<file path="src/rtl/cpu_out_uart_tx.sv">
// UART 8N1 transmitter fed by a DEPTH-entry byte FIFO on the cpu output port; a byte pushed while idle is popped on the next edge.
// Backpressure: out_ready drops while the FIFO is full; frames run back-to-back while bytes are queued.
module cpu_out_uart_tx #(
  parameter int CLKS_PER_BIT = 4,
  parameter int DEPTH        = 4
) (
  input  logic                       clk,
  input  logic                       reset,
  input  logic [7:0]                 out_data,
  input  logic                       out_valid,
  output logic                       out_ready,
  output logic                       tx,
  output logic                       busy,
  output logic [$clog2(DEPTH+1)-1:0] count
);
  localparam int CW = $clog2(DEPTH+1);
  localparam int AW = $clog2(DEPTH);
  localparam int BW = $clog2(CLKS_PER_BIT);
  localparam logic [CW-1:0] FULL      = CW'(DEPTH);
  localparam logic [BW-1:0] BAUD_LAST = BW'(CLKS_PER_BIT - 1);

  typedef enum logic [1:0] {IDLE, START, DATA, STOP} state_t;

  state_t        state, state_nxt;
  logic [7:0]    mem [DEPTH];
  logic [AW-1:0] wr_ptr, rd_ptr;
  logic [CW-1:0] count_nxt;
  logic [BW-1:0] baud, baud_nxt;
  logic [2:0]    bit_idx, bit_idx_nxt;
  logic [7:0]    shift, shift_nxt;
  logic          tx_nxt;
  logic          push, pop;

  assign out_ready = reset & (count != FULL);
  assign push      = out_valid & out_ready;
  assign busy      = (state != IDLE);

  always_comb begin
    count_nxt = count;
    case ({push, pop})
      2'b10:   count_nxt = count + CW'(1);
      2'b01:   count_nxt = count - CW'(1);
      default: count_nxt = count;
    endcase
  end

  // tx is registered, so it is computed from the state being entered.
  always_comb begin
    state_nxt   = state;
    baud_nxt    = baud;
    bit_idx_nxt = bit_idx;
    shift_nxt   = shift;
    tx_nxt      = tx;
    pop         = 1'b0;
    case (state)
      IDLE: begin
        tx_nxt = 1'b1;
        if (count != '0) begin
          pop       = 1'b1;
          shift_nxt = mem[rd_ptr];
          baud_nxt  = '0;
          tx_nxt    = 1'b0;
          state_nxt = START;
        end
      end
      START: begin
        if (baud == BAUD_LAST) begin
          baud_nxt    = '0;
          bit_idx_nxt = '0;
          tx_nxt      = shift[0];
          state_nxt   = DATA;
        end else begin
          baud_nxt = baud + BW'(1);
        end
      end
      DATA: begin
        if (baud == BAUD_LAST) begin
          baud_nxt = '0;
          if (bit_idx == 3'd7) begin
            tx_nxt    = 1'b1;
            state_nxt = STOP;
          end else begin
            bit_idx_nxt = bit_idx + 3'd1;
            shift_nxt   = {1'b0, shift[7:1]};
            tx_nxt      = shift[1];
          end
        end else begin
          baud_nxt = baud + BW'(1);
        end
      end
      STOP: begin
        if (baud == BAUD_LAST) begin
          baud_nxt = '0;
          if (count != '0) begin
            pop       = 1'b1;
            shift_nxt = mem[rd_ptr];
            tx_nxt    = 1'b0;
            state_nxt = START;
          end else begin
            tx_nxt    = 1'b1;
            state_nxt = IDLE;
          end
        end else begin
          baud_nxt = baud + BW'(1);
        end
      end
      default: begin
        tx_nxt    = 1'b1;
        state_nxt = IDLE;
      end
    endcase
  end

  always_ff @(posedge clk or negedge reset) begin
    if (!reset) begin
      state   <= IDLE;
      baud    <= '0;
      bit_idx <= '0;
      shift   <= '0;
      tx      <= 1'b1;
      wr_ptr  <= '0;
      rd_ptr  <= '0;
      count   <= '0;
    end else begin
      state   <= state_nxt;
      baud    <= baud_nxt;
      bit_idx <= bit_idx_nxt;
      shift   <= shift_nxt;
      tx      <= tx_nxt;
      count   <= count_nxt;
      if (push) wr_ptr <= wr_ptr + AW'(1);
      if (pop)  rd_ptr <= rd_ptr + AW'(1);
    end
  end

  // Storage needs no reset: pointers and count define what is valid.
  always_ff @(posedge clk) begin
    if (push) mem[wr_ptr] <= out_data;
  end

endmodule
</file>
<file path="config.mk">
export PLATFORM = sky130hd
export DESIGN_NAME = cpu_out_uart_tx
export DESIGN_NICKNAME = d
export VERILOG_FILES = /design/src/rtl/cpu_out_uart_tx.sv
export SDC_FILE = /design/constraint.sdc
export NUM_CORES = 1
export LEC_CHECK = 0
export CELL_PAD_IN_SITES_DETAIL_PLACEMENT = 0
export CELL_PAD_IN_SITES_GLOBAL_PLACEMENT = 2
export CORE_ASPECT_RATIO = 2
export CORE_MARGIN = 3
export CORE_UTILIZATION = 37
export DETAILED_ROUTE_END_ITERATION = 10
export PLACE_DENSITY_LB_ADDON = 0.1
export SLEW_MARGIN = 20
export SYNTH_ARGS = -nofsm -noshare
export SYNTH_HDL_FRONTEND = slang
export SYNTH_SLANG_ARGS = --single-unit
</file>
<file path="constraint.sdc">
create_clock -name clk -period 2.14 [get_ports clk]
set_input_delay 0.321 -clock clk [delete_from_list [all_inputs] [get_ports clk]]
set_output_delay 0.321 -clock clk [all_outputs]
set_load 0.01 [all_outputs]
</file>
==> results.json <==
{
  "yosysWarnings": 0,
  "pin_count": 17,
  "diodes": 0,
  "die_w_um": 65.0,
  "antenna_found_initial": 0,
  "cpPeakStageDelay_ns": 0.39,
  "max_cap_viol_count": 0,
  "dp_hpwl_mm": 3.79,
  "slowest_stage": "dfrtp_1",
  "drive_gt1_share_pct": 25.5,
  "final_common_cell": "edfxtp_1",
  "startpoint_type": "flip-flop",
  "seqPwrFrac_pct": 35.3,
  "fin_crit_ns": 2.06,
  "critical_path_class": "reg2reg",
  "power_mw": 4.56,
  "synth_flop_cell": "edfxtp_1",
  "grt_util_all_layers_pct": 14.0,
  "setup_violations": 0,
  "fmax_mhz": 485,
  "grt_max_degree": 24,
  "tightest_slew_ns": 0.535,
  "first_pass_iters": 4,
  "hold_class": "in2async",
  "syn_area_per_cell_um2": 13.4,
  "routed-via-count": 1582,
  "hold_violations": 0,
  "avgViaCountPerCell": 4.90,
  "synth_area_mm2": 0.00258,
  "clkPwrFrac_pct": 18.4,
  "slew_headroom_pct": 64.3,
  "p_switching_mw": 1.65,
  "p_leak_nw": 1.28,
  "place.gp.congestion": 0.725,
  "dp_cells": 310,
  "cts.sinks": 55,
  "peakVddDrop_v": 0.000746,
  "ctsHoldBuffers": 0,
  "outcome": "finished, final reports clean",
  "grt_pass1_vias": 1701,
  "dieArea_mm2": 0.00807,
  "period_share_pct": 96.4,
  "post-route-drc-count": 0,
  "synth_seq_cells": 55,
  "worstPathMaxFanout": 3,
  "stdcell_count": 323,
  "grt-ovfl-total": 0,
  "initial_core_util_pct": 38.7,
  "path_clk_slew_ns": 0.07,
  "fp.dieH_um": 124,
  "finalNetCount": 259,
  "layout_common_cells": "32 x edfxtp_1, 24 x buf_4, 22 x dfrtp_1, 19 x nand2_1, 15 x clkdlybuf4s50_1",
  "cp_cell_sequence": "inv_1, ha_1, a21oi_1, nor3_2, ha_2, inv_1, fa_2, xor2_1, nor2_1, xor2_1",
  "drt_wl_total_mm": 5.08,
  "io_buffers": 16,
  "cp-end-kind": "flip-flop",
  "p_int_mw": 2.92,
  "powerDensity_mw_per_mm2": 1440,
  "crit_arrival_ns": 2.29,
  "cts_root_buf": "clkbuf_16",
  "synth_top_area_share_pct": 37.2,
  "grt_pass1_wl_mm": 8.33,
  "design.core.area_mm2": 0.00667,
  "cts_tree": "built",
  "synth_edf_count": 32,
  "synth_seq_area_share_pct": 59.6,
  "ant_nets": 0,
  "area_delta_synth_final_pct": 22.5,
  "comb_power_share_pct": 46.3,
  "swShare_pct": 36.0,
  "final-max-slew-violation-count": 0,
  "synth_top_area_cell": "edfxtp_1",
  "drtIter0Drc": 39,
  "cp.required_ns": 2.36,
  "cts_buffers": 5,
  "wl_per_cell_um": 15.7,
  "insertion_delay_ns": 0.29,
  "htreeDepth": 2,
  "rows": 42,
  "synthCells": 193,
  "critPathLaunch": "state[1]",
  "nFillCells": 626,
  "ys_async_sr_fraction_pct": 41.8,
  "r2r-start": "state[1]",
  "synth_area_leaders": "edfxtp_1 37%, dfrtp_1 21%, ha_1 6.3%, mux2_2 6.1%, nand2_1 2.8%",
  "synth_fp_nets": 218,
  "skew_ns": 0.00671,
  "synthDistinctLibCells": 40,
  "cts_max_path_buffers": 2
}
-- metal layers --
metal / vias to the layer above / routed length (um) / global-route usage [%]
li1: 778 / - / -
met1: 783 / 1930 / 14.3
met2: 14 / 2970 / 27.5
met3: 7 / 103 / 2.44
met4: 0 / 78 / 5.06
met5: - / 0 / 0
-- power groups by stage --
stage                     Sequential (mW)  Combinational, mW  Clock (mW)
final                                1.61               2.11       0.839
after global routing                 1.65               2.38       0.912
after CTS                            1.62               2.09       0.865
after detailed placement             1.65               2.05           0
after global placement               1.63               1.97           0
after floorplan                      1.61               1.41           0
-- final timing paths --
kind                                    to  cells past startpoint  slack, ns
worst max-delay path              count[2]                     10       0.08
min in group clk                        tx                      2       0.48
worst min register to register          tx                      2       0.48
worst min-delay path            bit_idx[2]                      2       0.44
max in group asynchronous               tx                      2       1.41
worst max register to register    count[2]                     10       0.08
-- cell families after synthesis --
logic type               share of synthesized area [%]
XOR/XNOR                                          2.04
multiplexers                                      8.68
AO/OA/AOI/OAI                                     8.58
flip-flops                                        59.6
AND/OR/NAND/NOR                                   10.8
buffers and inverters                             3.25
adder cells (fa/ha/maj)                           7.08
-- repair_timing --
action / CTS / global route
setup endpoints to repair: 1 / 2
buffers inserted: 2 / 3
resized for setup: 0 / 5
pin swaps: 1 / 3
-- worst max-delay path, delay by kind of cell, from the launching register on --
family,cells,cell delay (ns)
AOI/OAI and AO/OA,1,0.05
DFF,1,0.39
and+or+nand+nor,2,0.38
buffers and inverters,2,0.15
xor gates and xnor gates,2,0.30
adders and majority gates,3,0.72
-- flip-flops by register name, summed over array words and instances, names as in the netlist --
name and count:
state 2, shift 8, mem 32, bit_idx 3, tx 1, wr_ptr 2
baud 2, rd_ptr 2, count 3
-- synthesized netlist by cell type, drive strengths merged, types with 2 or more instances --
library cell,count
edfxtp,32
dfrtp,22
nand2,19
mux2,17
ha,13
inv,11
o21ai,8
nor2b,7
o22ai,7
o31ai,7
nor2,5
and3,4
buf,4
nor3,4
nand2b,3
xnor2,3
xor2,3
a21oi,2
clkbuf,2
nand3,2
nand3b,2
o211ai,2
-- stage by stage --
step	hold WS (ns)	worst slack (ns)	setup TNS, ns	instance area [um2]	utilization (%)
CTS	0.461	0.00952	0	3120	46.7
global route	0.477	-0.0568	-0.0568	3160	47.4
finish	0.442	0.0767	0	3160	47.4
floorplan	0.0254	0.0198	0	2580	-
global placement	0.463	-0.0887	-0.0887	2950	44.2
detailed placement	0.473	-0.154	-0.208	2950	44.2
-- cell type report --
class	instances	area, um2	area share, %
Sequential cell	55	1540	48.7
Clock inverter	3	27.5	0.871
Timing Repair Buffer	40	343	10.8
Clock buffer	5	125	3.96
Multi-Input combinational cell	121	976	30.9
Tap cell	88	110	3.48
Inverter	11	41.3	1.31
Note: power is estimated with default switching activity, not from simulation.
